$ cat src/rtl/des_iter_if.sv
// Block/key in, result out handshake bundle for des_iter_core.
// With DES_DECRYPT_EN defined, in_decrypt travels alongside in_block.
interface des_iter_if;
    logic        in_valid;
    logic        in_ready;
    logic [63:0] in_block;
    logic [63:0] in_key;
`ifdef DES_DECRYPT_EN
    logic        in_decrypt;
`endif
    logic        out_valid;
    logic        out_ready;
    logic [63:0] out_block;

`ifdef DES_DECRYPT_EN
    modport master (
        output in_valid, in_block, in_key, in_decrypt, out_ready,
        input  in_ready, out_valid, out_block
    );
    modport slave (
        input  in_valid, in_block, in_key, in_decrypt, out_ready,
        output in_ready, out_valid, out_block
    );
`else
    modport master (
        output in_valid, in_block, in_key, out_ready,
        input  in_ready, out_valid, out_block
    );
    modport slave (
        input  in_valid, in_block, in_key, out_ready,
        output in_ready, out_valid, out_block
    );
`endif
endinterface

$ cat src/rtl/des_iter_core.sv
// Iterative DES engine: one Feistel round per clock, 16 rounds per block, on-the-fly key schedule.
// Optional DES_DECRYPT_EN adds a per-block in_decrypt select (subkeys applied K16..K1).
module des_iter_core (
    input  logic      clk,
    input  logic      rst,
    des_iter_if.slave bus
);
    typedef enum logic [1:0] {StIdle, StRound, StDone} state_e;

    // Tables use DES 1-based bit numbering; bit 1 is the MSB of each vector.
    localparam int IP_TAB [64] = '{
        58, 50, 42, 34, 26, 18, 10, 2,  60, 52, 44, 36, 28, 20, 12, 4,
        62, 54, 46, 38, 30, 22, 14, 6,  64, 56, 48, 40, 32, 24, 16, 8,
        57, 49, 41, 33, 25, 17, 9,  1,  59, 51, 43, 35, 27, 19, 11, 3,
        61, 53, 45, 37, 29, 21, 13, 5,  63, 55, 47, 39, 31, 23, 15, 7
    };
    localparam int FP_TAB [64] = '{
        40, 8, 48, 16, 56, 24, 64, 32,  39, 7, 47, 15, 55, 23, 63, 31,
        38, 6, 46, 14, 54, 22, 62, 30,  37, 5, 45, 13, 53, 21, 61, 29,
        36, 4, 44, 12, 52, 20, 60, 28,  35, 3, 43, 11, 51, 19, 59, 27,
        34, 2, 42, 10, 50, 18, 58, 26,  33, 1, 41, 9,  49, 17, 57, 25
    };
    localparam int E_TAB [48] = '{
        32, 1,  2,  3,  4,  5,   4,  5,  6,  7,  8,  9,
        8,  9,  10, 11, 12, 13,  12, 13, 14, 15, 16, 17,
        16, 17, 18, 19, 20, 21,  20, 21, 22, 23, 24, 25,
        24, 25, 26, 27, 28, 29,  28, 29, 30, 31, 32, 1
    };
    localparam int P_TAB [32] = '{
        16, 7, 20, 21, 29, 12, 28, 17,  1,  15, 23, 26, 5,  18, 31, 10,
        2,  8, 24, 14, 32, 27, 3,  9,   19, 13, 30, 6,  22, 11, 4,  25
    };
    localparam int PC1_TAB [56] = '{
        57, 49, 41, 33, 25, 17, 9,   1,  58, 50, 42, 34, 26, 18,
        10, 2,  59, 51, 43, 35, 27,  19, 11, 3,  60, 52, 44, 36,
        63, 55, 47, 39, 31, 23, 15,  7,  62, 54, 46, 38, 30, 22,
        14, 6,  61, 53, 45, 37, 29,  21, 13, 5,  28, 20, 12, 4
    };
    localparam int PC2_TAB [48] = '{
        14, 17, 11, 24, 1,  5,   3,  28, 15, 6,  21, 10,
        23, 19, 12, 4,  26, 8,   16, 7,  27, 20, 13, 2,
        41, 52, 31, 37, 47, 55,  30, 40, 51, 45, 33, 48,
        44, 49, 39, 56, 34, 53,  46, 42, 50, 36, 29, 32
    };
    // S_Box_1..S_Box_8, four rows each; column 0 is the leading nibble of every row.
    localparam logic [63:0] SBOX_ROWS [32] = '{
        64'hE4D12FB83A6C5907, 64'h0F74E2D1A6CB9538, 64'h41E8D62BFC973A50, 64'hFC8249175B3EA06D,
        64'hF18E6B34972DC05A, 64'h3D47F28EC01A69B5, 64'h0E7BA4D158C6932F, 64'hD8A13F42B67C05E9,
        64'hA09E63F51DC7B428, 64'hD709346A285ECBF1, 64'hD6498F30B12C5AE7, 64'h1AD069874FE3B52C,
        64'h7DE3069A1285BC4F, 64'hD8B56F03472C1AE9, 64'hA690CB7DF13E5284, 64'h3F06A1D8945BC72E,
        64'h2C417AB6853FD0E9, 64'hEB2C47D150FA3986, 64'h421BAD78F9C5630E, 64'hB8C71E2D6F09A453,
        64'hC1AF92680D34E75B, 64'hAF427C9561DE0B38, 64'h9EF528C3704A1DB6, 64'h432C95FABE17608D,
        64'h4B2EF08D3C975A61, 64'hD0B7491AE35C2F86, 64'h14BDC37EAF680592, 64'h6BD814A7950FE23C,
        64'hD2846FB1A93E50C7, 64'h1FD8A374C56B0E92, 64'h7B419CE206ADF358, 64'h21E74A8DFC90356B
    };

    function automatic logic [63:0] ip_perm(input logic [63:0] x);
        logic [63:0] r;
        for (int i = 0; i < 64; i++) r[63 - i] = x[64 - IP_TAB[i]];
        return r;
    endfunction

    function automatic logic [63:0] fp_perm(input logic [63:0] x);
        logic [63:0] r;
        for (int i = 0; i < 64; i++) r[63 - i] = x[64 - FP_TAB[i]];
        return r;
    endfunction

    function automatic logic [47:0] e_expand(input logic [31:0] x);
        logic [47:0] r;
        for (int i = 0; i < 48; i++) r[47 - i] = x[32 - E_TAB[i]];
        return r;
    endfunction

    function automatic logic [31:0] p_perm(input logic [31:0] x);
        logic [31:0] r;
        for (int i = 0; i < 32; i++) r[31 - i] = x[32 - P_TAB[i]];
        return r;
    endfunction

    function automatic logic [55:0] pc1_perm(input logic [63:0] x);
        logic [55:0] r;
        for (int i = 0; i < 56; i++) r[55 - i] = x[64 - PC1_TAB[i]];
        return r;
    endfunction

    function automatic logic [47:0] pc2_perm(input logic [55:0] x);
        logic [47:0] r;
        for (int i = 0; i < 48; i++) r[47 - i] = x[56 - PC2_TAB[i]];
        return r;
    endfunction

    // Row = {b1,b6}, column = b2..b5.
    function automatic logic [3:0] sbox(input int idx, input logic [5:0] x);
        logic [63:0] row;
        int          col;
        row = SBOX_ROWS[idx * 4 + int'({x[5], x[0]})];
        col = int'(x[4:1]);
        return row[(15 - col) * 4 +: 4];
    endfunction

    function automatic logic [31:0] feistel(input logic [31:0] r, input logic [47:0] k);
        logic [47:0] x;
        logic [31:0] s;
        x = e_expand(r) ^ k;
        for (int i = 0; i < 8; i++) s[31 - 4 * i -: 4] = sbox(i, x[47 - 6 * i -: 6]);
        return p_perm(s);
    endfunction

    function automatic logic [27:0] rotl(input logic [27:0] v, input logic [1:0] n);
        case (n)
            2'd1:    return {v[26:0], v[27]};
            2'd2:    return {v[25:0], v[27:26]};
            default: return v;
        endcase
    endfunction

    function automatic logic [27:0] rotr(input logic [27:0] v, input logic [1:0] n);
        case (n)
            2'd1:    return {v[0], v[27:1]};
            2'd2:    return {v[1:0], v[27:2]};
            default: return v;
        endcase
    endfunction

    // Decrypt walks the schedule backwards: round 1 reuses C16/D16 (= C0/D0) unrotated.
    function automatic logic [1:0] shift_amt(input logic [4:0] rnd, input logic dec);
        if (dec && rnd == 5'd1) return 2'd0;
        if (rnd == 5'd1 || rnd == 5'd2 || rnd == 5'd9 || rnd == 5'd16) return 2'd1;
        return 2'd2;
    endfunction

    state_e      state_q;
    logic [4:0]  rnd_q;
    logic [31:0] l_q, r_q;
    logic [27:0] c_q, d_q;
    logic        out_valid_q;
    logic [63:0] out_block_q;
    logic        dec;

`ifdef DES_DECRYPT_EN
    logic dec_q;
    assign dec = dec_q;
`else
    assign dec = 1'b0;
`endif

    logic [1:0]  shift;
    logic [27:0] c_rot, d_rot;
    logic [47:0] subkey;
    logic [31:0] f_out;

    always_comb begin
        shift = shift_amt(rnd_q, dec);
        if (dec) begin
            c_rot = rotr(c_q, shift);
            d_rot = rotr(d_q, shift);
        end else begin
            c_rot = rotl(c_q, shift);
            d_rot = rotl(d_q, shift);
        end
        subkey = pc2_perm({c_rot, d_rot});
        f_out  = feistel(r_q, subkey);
    end

    always_ff @(posedge clk) begin
        if (rst) begin
            state_q     <= StIdle;
            rnd_q       <= '0;
            l_q         <= '0;
            r_q         <= '0;
            c_q         <= '0;
            d_q         <= '0;
            out_valid_q <= 1'b0;
            out_block_q <= '0;
`ifdef DES_DECRYPT_EN
            dec_q       <= 1'b0;
`endif
        end else begin
            unique case (state_q)
                StIdle: begin
                    if (bus.in_valid) begin
                        {l_q, r_q} <= ip_perm(bus.in_block);
                        {c_q, d_q} <= pc1_perm(bus.in_key);
                        rnd_q      <= 5'd1;
                        state_q    <= StRound;
`ifdef DES_DECRYPT_EN
                        dec_q      <= bus.in_decrypt;
`endif
                    end
                end
                StRound: begin
                    c_q <= c_rot;
                    d_q <= d_rot;
                    l_q <= r_q;
                    r_q <= l_q ^ f_out;
                    if (rnd_q == 5'd16) begin
                        // Final swap undone: preoutput is R16,L16.
                        out_block_q <= fp_perm({l_q ^ f_out, r_q});
                        out_valid_q <= 1'b1;
                        rnd_q       <= '0;
                        state_q     <= StDone;
                    end else begin
                        rnd_q <= rnd_q + 5'd1;
                    end
                end
                StDone: begin
                    if (bus.out_ready) begin
                        out_valid_q <= 1'b0;
                        state_q     <= StIdle;
                    end
                end
                default: state_q <= StIdle;
            endcase
        end
    end

    assign bus.in_ready  = (state_q == StIdle) && !rst;
    assign bus.out_valid = out_valid_q;
    assign bus.out_block = out_block_q;
endmodule

$ cat src/flat_wrapper.sv
// flat-port wrapper written by rule: the top's interface ports become plain ports
module des_iter_core_flat 
  (clk, rst, bus_in_valid, bus_in_block, bus_in_key, bus_out_ready, bus_in_ready, bus_out_valid, bus_out_block);
  des_iter_if bus_i ();
  input  logic clk;
  input  logic rst;
  input wire logic [$bits(bus_i.in_valid)-1:0] bus_in_valid;
  input wire logic [$bits(bus_i.in_block)-1:0] bus_in_block;
  input wire logic [$bits(bus_i.in_key)-1:0] bus_in_key;
  input wire logic [$bits(bus_i.out_ready)-1:0] bus_out_ready;
  output wire logic [$bits(bus_i.in_ready)-1:0] bus_in_ready;
  output wire logic [$bits(bus_i.out_valid)-1:0] bus_out_valid;
  output wire logic [$bits(bus_i.out_block)-1:0] bus_out_block;
  assign bus_i.in_valid = bus_in_valid;
  assign bus_i.in_block = bus_in_block;
  assign bus_i.in_key = bus_in_key;
  assign bus_i.out_ready = bus_out_ready;
  assign bus_in_ready = bus_i.in_ready;
  assign bus_out_valid = bus_i.out_valid;
  assign bus_out_block = bus_i.out_block;
  des_iter_core u_core (.clk(clk), .rst(rst), .bus(bus_i));
endmodule
$ cat config.mk
export PLATFORM = sky130hd
export DESIGN_NAME = des_iter_core_flat
export DESIGN_NICKNAME = d
export VERILOG_FILES = /design/src/rtl/des_iter_if.sv /design/src/rtl/des_iter_core.sv /design/src/flat_wrapper.sv
export SDC_FILE = /design/constraint.sdc
export NUM_CORES = 1
export LEC_CHECK = 0
export CAP_MARGIN = 5
export CORE_UTILIZATION = 50
export CTS_BUF_LIST = sky130_fd_sc_hd__clkbuf_8
export DETAILED_ROUTE_END_ITERATION = 12
export PLACE_DENSITY = 0.73
export SYNTH_ARGS = -nofsm -noshare
export SYNTH_HDL_FRONTEND = slang
export SYNTH_SLANG_ARGS = --single-unit
$ cat constraint.sdc
create_clock -name clk -period 4.35 [get_ports clk]
set_input_delay 1.305 -clock clk [delete_from_list [all_inputs] [get_ports clk]]
set_output_delay 1.305 -clock clk [all_outputs]
set_load 0.1 [all_outputs]
==> results of run 1 <==
[cell usage after synthesis, types with 6 or more instances]
library cell  instances  area (µm²)
o21ai_0              68         340
nor2_1              321        1200
mux2i_1              96         961
and2_1                7        43.8
nand4_1               6        37.5
clkbuf_1            112         420
o22ai_1               8        50.1
a2111oi_0            11        96.3
mux2_2                9         101
buf_2                25         125
dfxtp_1             192        3840
nor2b_1              17         106
nand2_1             195         732
a31oi_1               8        50.1
a311oi_1             21         184
xor2_1               40         350
buf_1                12        45.0
a21o_1                8        60.1
inv_1                50         188
xnor2_2              18         293
a21oi_1             138         691
o221ai_1             26         228
o211ai_1             37         278
a211o_1               9        78.8
xnor2_1              56         490
nor4_1               13        81.3
nor3_1               70         350
a221oi_1              7        61.3
ha_1                 55         688
mux4_2               14         315
buf_4                 6        45.0
nor3b_1              11        82.6
a22oi_1              25         188
nand3_1              33         165
a211oi_1             83         623
o2111ai_1             7        61.3
[per-layer routing]
layer / vias to the layer above / routed length [µm] / track usage
met2: 648 / 23500 / 0.546
met5: - / 0 / 0
met4: 0 / 2590 / 0.170
li1: 7237 / - / -
met3: 118 / 3640 / 0.0508
met1: 7373 / 22000 / 0.449
[stage by stage]
stage	worst slack [ns]	TNS, ns
after detailed placement	0.181	0
after floorplan	0.229	0
final	0.250	0
after global placement	0.289	0
after CTS	0.156	0
after global routing	-0.000289	-0.000289
[registers in the layout, indices dropped and copies added (netlist names)]
name,count
u_core.bus.out_block,64
u_core.state_q,2
u_core.l_q,32
u_core.r_q,32
u_core.bus.out_valid,1
u_core.d_q,28
u_core.rnd_q,5
u_core.c_q,28
[power groups by stage]
| stage | combinational (mW) | sequential, mW | clock (mW) |
|---|---|---|---|
| after floorplan | 4.45 | 2.08 | 0 |
| after global placement | 6.31 | 2.27 | 0 |
| after detailed placement | 6.36 | 2.28 | 0 |
| after CTS | 6.39 | 2.24 | 1.32 |
| after global routing | 7.04 | 2.27 | 1.39 |
| final | 6.51 | 2.25 | 1.31 |
[kinds of logic (layout without fill, tap and decap cells)]
family | Yosys count | after routing | synth area share
flops | 192 | 192 | 0.263
compound gates | 520 | 520 | 0.245
simple gates | 696 | 696 | 0.203
xor+xnor | 117 | 117 | 0.0818
mux | 124 | 124 | 0.0996
buf+inv | 215 | 403 | 0.0609
fa+ha+maj | 55 | 55 | 0.0471
[worst max-delay path, delay by kind of cell (launching register included)]
family / cells / cell delay (ns)
buffers and inverters: 4 / 0.80
AOI/OAI and AO/OA: 4 / 0.78
xor gates and xnor gates: 1 / 0.24
adders and majority gates: 2 / 0.65
DFF: 1 / 0.37
muxes: 3 / 1.01
and+or+nand+nor: 1 / 0.07
[what timing repair did]
item                                    in CTS  in global routing
endpoints found under the hold margin        0                  0
buffers inserted                             0                  1
endpoints found under the setup margin       0                  9
resized for setup                            0                  6
hold buffers                                 0                  0
[worst paths after layout]
kind                                                 end  slack, ns
worst min-delay path            u_core.bus.out_block[55]       0.46
worst max-delay path                      u_core.r_q[16]       0.25
worst min register to register  u_core.bus.out_block[55]       0.46
worst max register to register            u_core.r_q[16]       0.25
[cell type report]
cell class                      instances  area share
Timing Repair Buffer                  316       0.165
Clock inverter                         15      0.0113
Sequential cell                       192       0.215
Multi-Input combinational cell       1512       0.557
Tap cell                              384      0.0269
Clock buffer                           17      0.0131
Inverter                               55      0.0116
==> out/qor.yml, run 1 <==
timing:
  hold_slack_ns: 0.462
  finalClockSkew_ns: 0.0361
  fin_crit_sh: 0.943
  slew_violations: 0
  max_slew_margin: 0.282
  hold_violations: 0
  fmax_mhz: 244
  finalSetupViolCount: 0
  fin_crit_ns: 4.10
  worstMarginPinSlew_ns: 1.07
die:
  die_area_um2: 29900
  core_area_um2: 28700
  pin_count: 198
  fp.dieH_um: 173
  die_x_um: 173
  start_util: 0.509
  rows: 62
detailed_routing:
  wl_mm: 51.7
  first_iter_violations: 1635
  vias: 15376
  post_drt_wl_per_cell_um: 20.7
  ant_nets: 0
  drcViolationCount: 0
  viasPerCell: 6.17
  firstDrtPassIters: 7
setup_path:
  cp_common_cell: "buf_4"
  slowest_stage: "ha_2"
  start_kind: "flip-flop"
  slowest_delay_ns: 0.45
  crit_type: "reg -> reg"
  worstPathMaxFanout: 33
  endpoint_kind: "flip-flop"
  crit_start: "u_core.rnd_q[0]"
  cp.required_ns: 4.71
  r2r-start: "u_core.rnd_q[0]"
  rr_worst_depth: 15
  cp_cell_sequence: "inv_1 > ha_1 > nand2b_4 > a221oi_4 > buf_12 > mux2i_2 > xnor2_2 > ha_2 > buf_4 > mux4_2 > a21oi_1 > o2bb2ai_1 > buf_4 > mux2i_1 > o211ai_1"
  crit_arrival_ns: 4.46
final_layout:
  area_growth_pct: 22.2
  regArea_um2: 3850
  final_common_cell: "nor2_1"
  antenna_cells: 0
  nets: 2281
  post-route-util: 0.622
  nFillCells: 2599
  finalNonFillerCells: 2491
  design_area_um2: 17900
  multi_input_area_um2: 9940
  drive_gt1_frac: 0.112
  mostFrequentLayoutCells: "nor2_1 (319), nand2_1 (194), dfxtp_1 (190)"
min_path:
  worstHoldStart: "u_core.bus.out_block[55]"
  hold_class: "reg -> reg"
  hold_depth: 2
pwr:
  p_seq_frac: 0.223
  p_comb_frac: 0.647
  p_sw_frac: 0.484
  clock_power_share: 0.130
  power.density_nw_per_um2: 563
  p_sw_mw: 4.87
  ir_drop_mv: 0.315
  p_int_mw: 5.19
  p_leak_nw: 6.94
  total_power_mw: 10.1
logic_synthesis:
  synth-seq-area-share: 0.263
  synth-edff-count: 0
  synth_ff_type: "dfxtp_1"
  syn_avg_cell_area_um2: 7.62
  synth_cell_types: 82
  yosys_warnings: 0
  synthesis.area_um2: 14600
  ys_ff_latch: 192
  synthCells: 1919
  postSynth.asyncResetShare: 0
  syn_nets: 2106
global_route:
  antenna_found_initial: 0
  grt_max_degree: 146
  gr-total-overflow: 0
  grt_pass1_wl_mm: 81.3
  grt_util_all_layers: 0.342
  grt_pass1_vias: 14338
placement:
  place_inst: 2458
  io_buffers: 189
  hpwlAfterDp_mm: 37.5
  placed_area_um2: 17400
  gp_congestion: 0.926
clock_network:
  cts_buffer_depth: 2
  cts_sinks: 192
  clk_pin_slew_ns: 0.12
  clk_latency_ns: 0.51
  clockRootBuffer: "clkbuf_8"
  h-tree-depth: 4
  cts_tree: "yes"
  cts_buffers: 17
outcome:
  status: "finished clean"
run:
  maxCapViolCount: 0
Power figures use the tool's default switching activity.
==> run 2: changes to the inputs <==
Settings changed: ABC_CLOCK_PERIOD_IN_PS set to 4350, SLEW_MARGIN set to 10.
==> results of run 2 <==
Final layout, timing and power as in run 1 (identical DEF).
==> run 3: changes to the inputs <==
Settings changed: CORE_UTILIZATION 50 to 52, PLACE_DENSITY 0.73 to 0.75.
==> out/qor.yml, run 3 (same netlist as run 1, synthesis figures left out) <==
timing:
  rsz0062_at_grt: "false"
  slew_violations: 0
  fin_crit_sh: 0.938
  worstMarginPinSlew_ns: 1.07
  fin_crit_ns: 4.08
  tns_ns: 0
  hold_violations: 0
  fmax_mhz: 245
  finalClockSkew_ns: 0.0274
  max_slew_margin: 0.281
  finalSetupViolCount: 0
global_route:
  grt_max_degree: 87
  grt_pass1_wl_mm: 77.5
  grt_pass1_vias: 13870
  antenna_found_initial: 1
  gr-total-overflow: 0
  grt_util_all_layers: 0.343
detailed_routing:
  post_drt_wl_per_cell_um: 20.3
  firstDrtPassIters: 6
  viasPerCell: 6.17
  ant_nets: 0
  first_iter_violations: 1556
  drcViolationCount: 0
  vias: 15219
  wl_mm: 50.0
final_layout:
  area_growth_pct: 21.2
  nets: 2263
  largest_reg_flops: 64
  mostFrequentLayoutCells: "nor2_1 (319), nand2_1 (194), dfxtp_1 (190)"
  nFillCells: 2482
  drive_gt1_frac: 0.104
  final_common_cell: "nor2_1"
  post-route-util: 0.639
run:
  maxCapViolCount: 0
die:
  pin_count: 198
  fp.dieH_um: 170
  start_util: 0.528
  core_area_um2: 27700
  die_area_um2: 28800
  rows: 61
  die_x_um: 170
setup_path:
  slowest_stage: "xor2_1"
  crit_arrival_ns: 4.49
  path_delay_family: "buffers and inverters"
  cp_cell_sequence: "inv_1 > ha_1 > nand2b_4 > a221oi_4 > buf_4 > buf_4 > buf_6 > mux2i_1 > xor2_1 > buf_4 > a21oi_1 > o21a_1 > or4_1 > nand4_1 > xnor2_1 > o31ai_1"
  cp_common_cell: "buf_4"
  crit_buf_inv: 5
  worstPathMaxFanout: 19
  endpoint_kind: "flip-flop"
  slowest_delay_ns: 0.51
  cp.required_ns: 4.76
  crit_type: "reg -> reg"
  start_kind: "flip-flop"
clock_network:
  cts_hold_buf: 0
  clk_latency_ns: 0.49
  clockRootBuffer: "clkbuf_8"
  cts_buffer_depth: 2
  cts_sinks: 192
  cts_buffers: 17
  cts_tree: "yes"
  h-tree-depth: 4
  clk_pin_slew_ns: 0.13
placement:
  gp_congestion: 0.969
  io_buffers: 189
  hpwlAfterDp_mm: 36.2
pwr:
  p_leak_nw: 6.85
  ir_drop_mv: 0.414
  power.density_nw_per_um2: 555
outcome:
  status: "finished clean"
min_path:
  hold_class: "reg -> reg"
run 3: changes by cell type in the layout (fill, tap and decap cells not counted), moves of 2 or more:
cell and change:
buf_12 -4, bufinv_16 +2, inv_12 -3, mux2i_2 +2, mux2i_1 -2, clkinv_4 +2
buf_4 -16
run 3: repair_timing:
item,in CTS,in global routing
endpoints found under the setup margin,0,12
setup buffers,0,2
endpoints found under the hold margin,0,0
resized for setup,0,6
run 3: area by class of cell:
type	instances	area, µm²	share of cell area
Multi-Input combinational cell	1512	9950	0.562
Sequential cell	192	3850	0.217
Timing Repair Buffer	298	2780	0.157
Tap cell	378	473	0.0267
Clock buffer	17	234	0.0132
Clock inverter	15	214	0.0121
Inverter	55	206	0.0117
Antenna cell	1	2.50	0.000141
run 3: power by group:
group          switching (mW)  internal [mW]
registers               0.329           1.92
logic                    3.61           2.64
clock network           0.781          0.552
total                    4.72           5.11
run 3: layer usage:
metal / share of wire / vias to the layer above / global-route usage
met5: 0 / - / 0
met4: 0.047 / 0 / 0.153
met2: 0.45 / 731 / 0.543
met3: 0.080 / 116 / 0.0406
li1: - / 7212 / -
met1: 0.42 / 7160 / 0.467
run 3: path summary, 6_finish.rpt:
path	start	end	slack [ns]	depth (start not counted)
max	u_core.rnd_q[0]	u_core.bus.out_block[2]	0.27	16
min	u_core.bus.out_block[55]	u_core.bus.out_block[55]	0.46	2
max reg2reg	u_core.rnd_q[0]	u_core.bus.out_block[2]	0.27	16
min reg2reg	u_core.bus.out_block[55]	u_core.bus.out_block[55]	0.46	2
run 3: worst min-delay path, stage by stage, from the launching register on:
cell and delay (ns):
dfxtp_1 0.33, nand2_1 0.05, a21oi_1 0.05
run 3: metrics by stage:
stage / power, mW / setup WS [ns] / hold WS, ns / area [µm²] / std cells
6_report: 9.83 / 0.269 / 0.461 / 17700 / 2468
5_1_grt: 10.4 / 0.0216 / 0.480 / 17700 / 2468
4_1_cts: 9.68 / 0.152 / 0.462 / 17600 / 2463
3_5_place_dp: 8.34 / 0.207 / 0.446 / 17200 / 2431
3_3_place_gp: 8.26 / 0.281 / 0.443 / 17200 / 2431
2_1_floorplan: 6.52 / 0.229 / 0.469 / 14600 / 1919
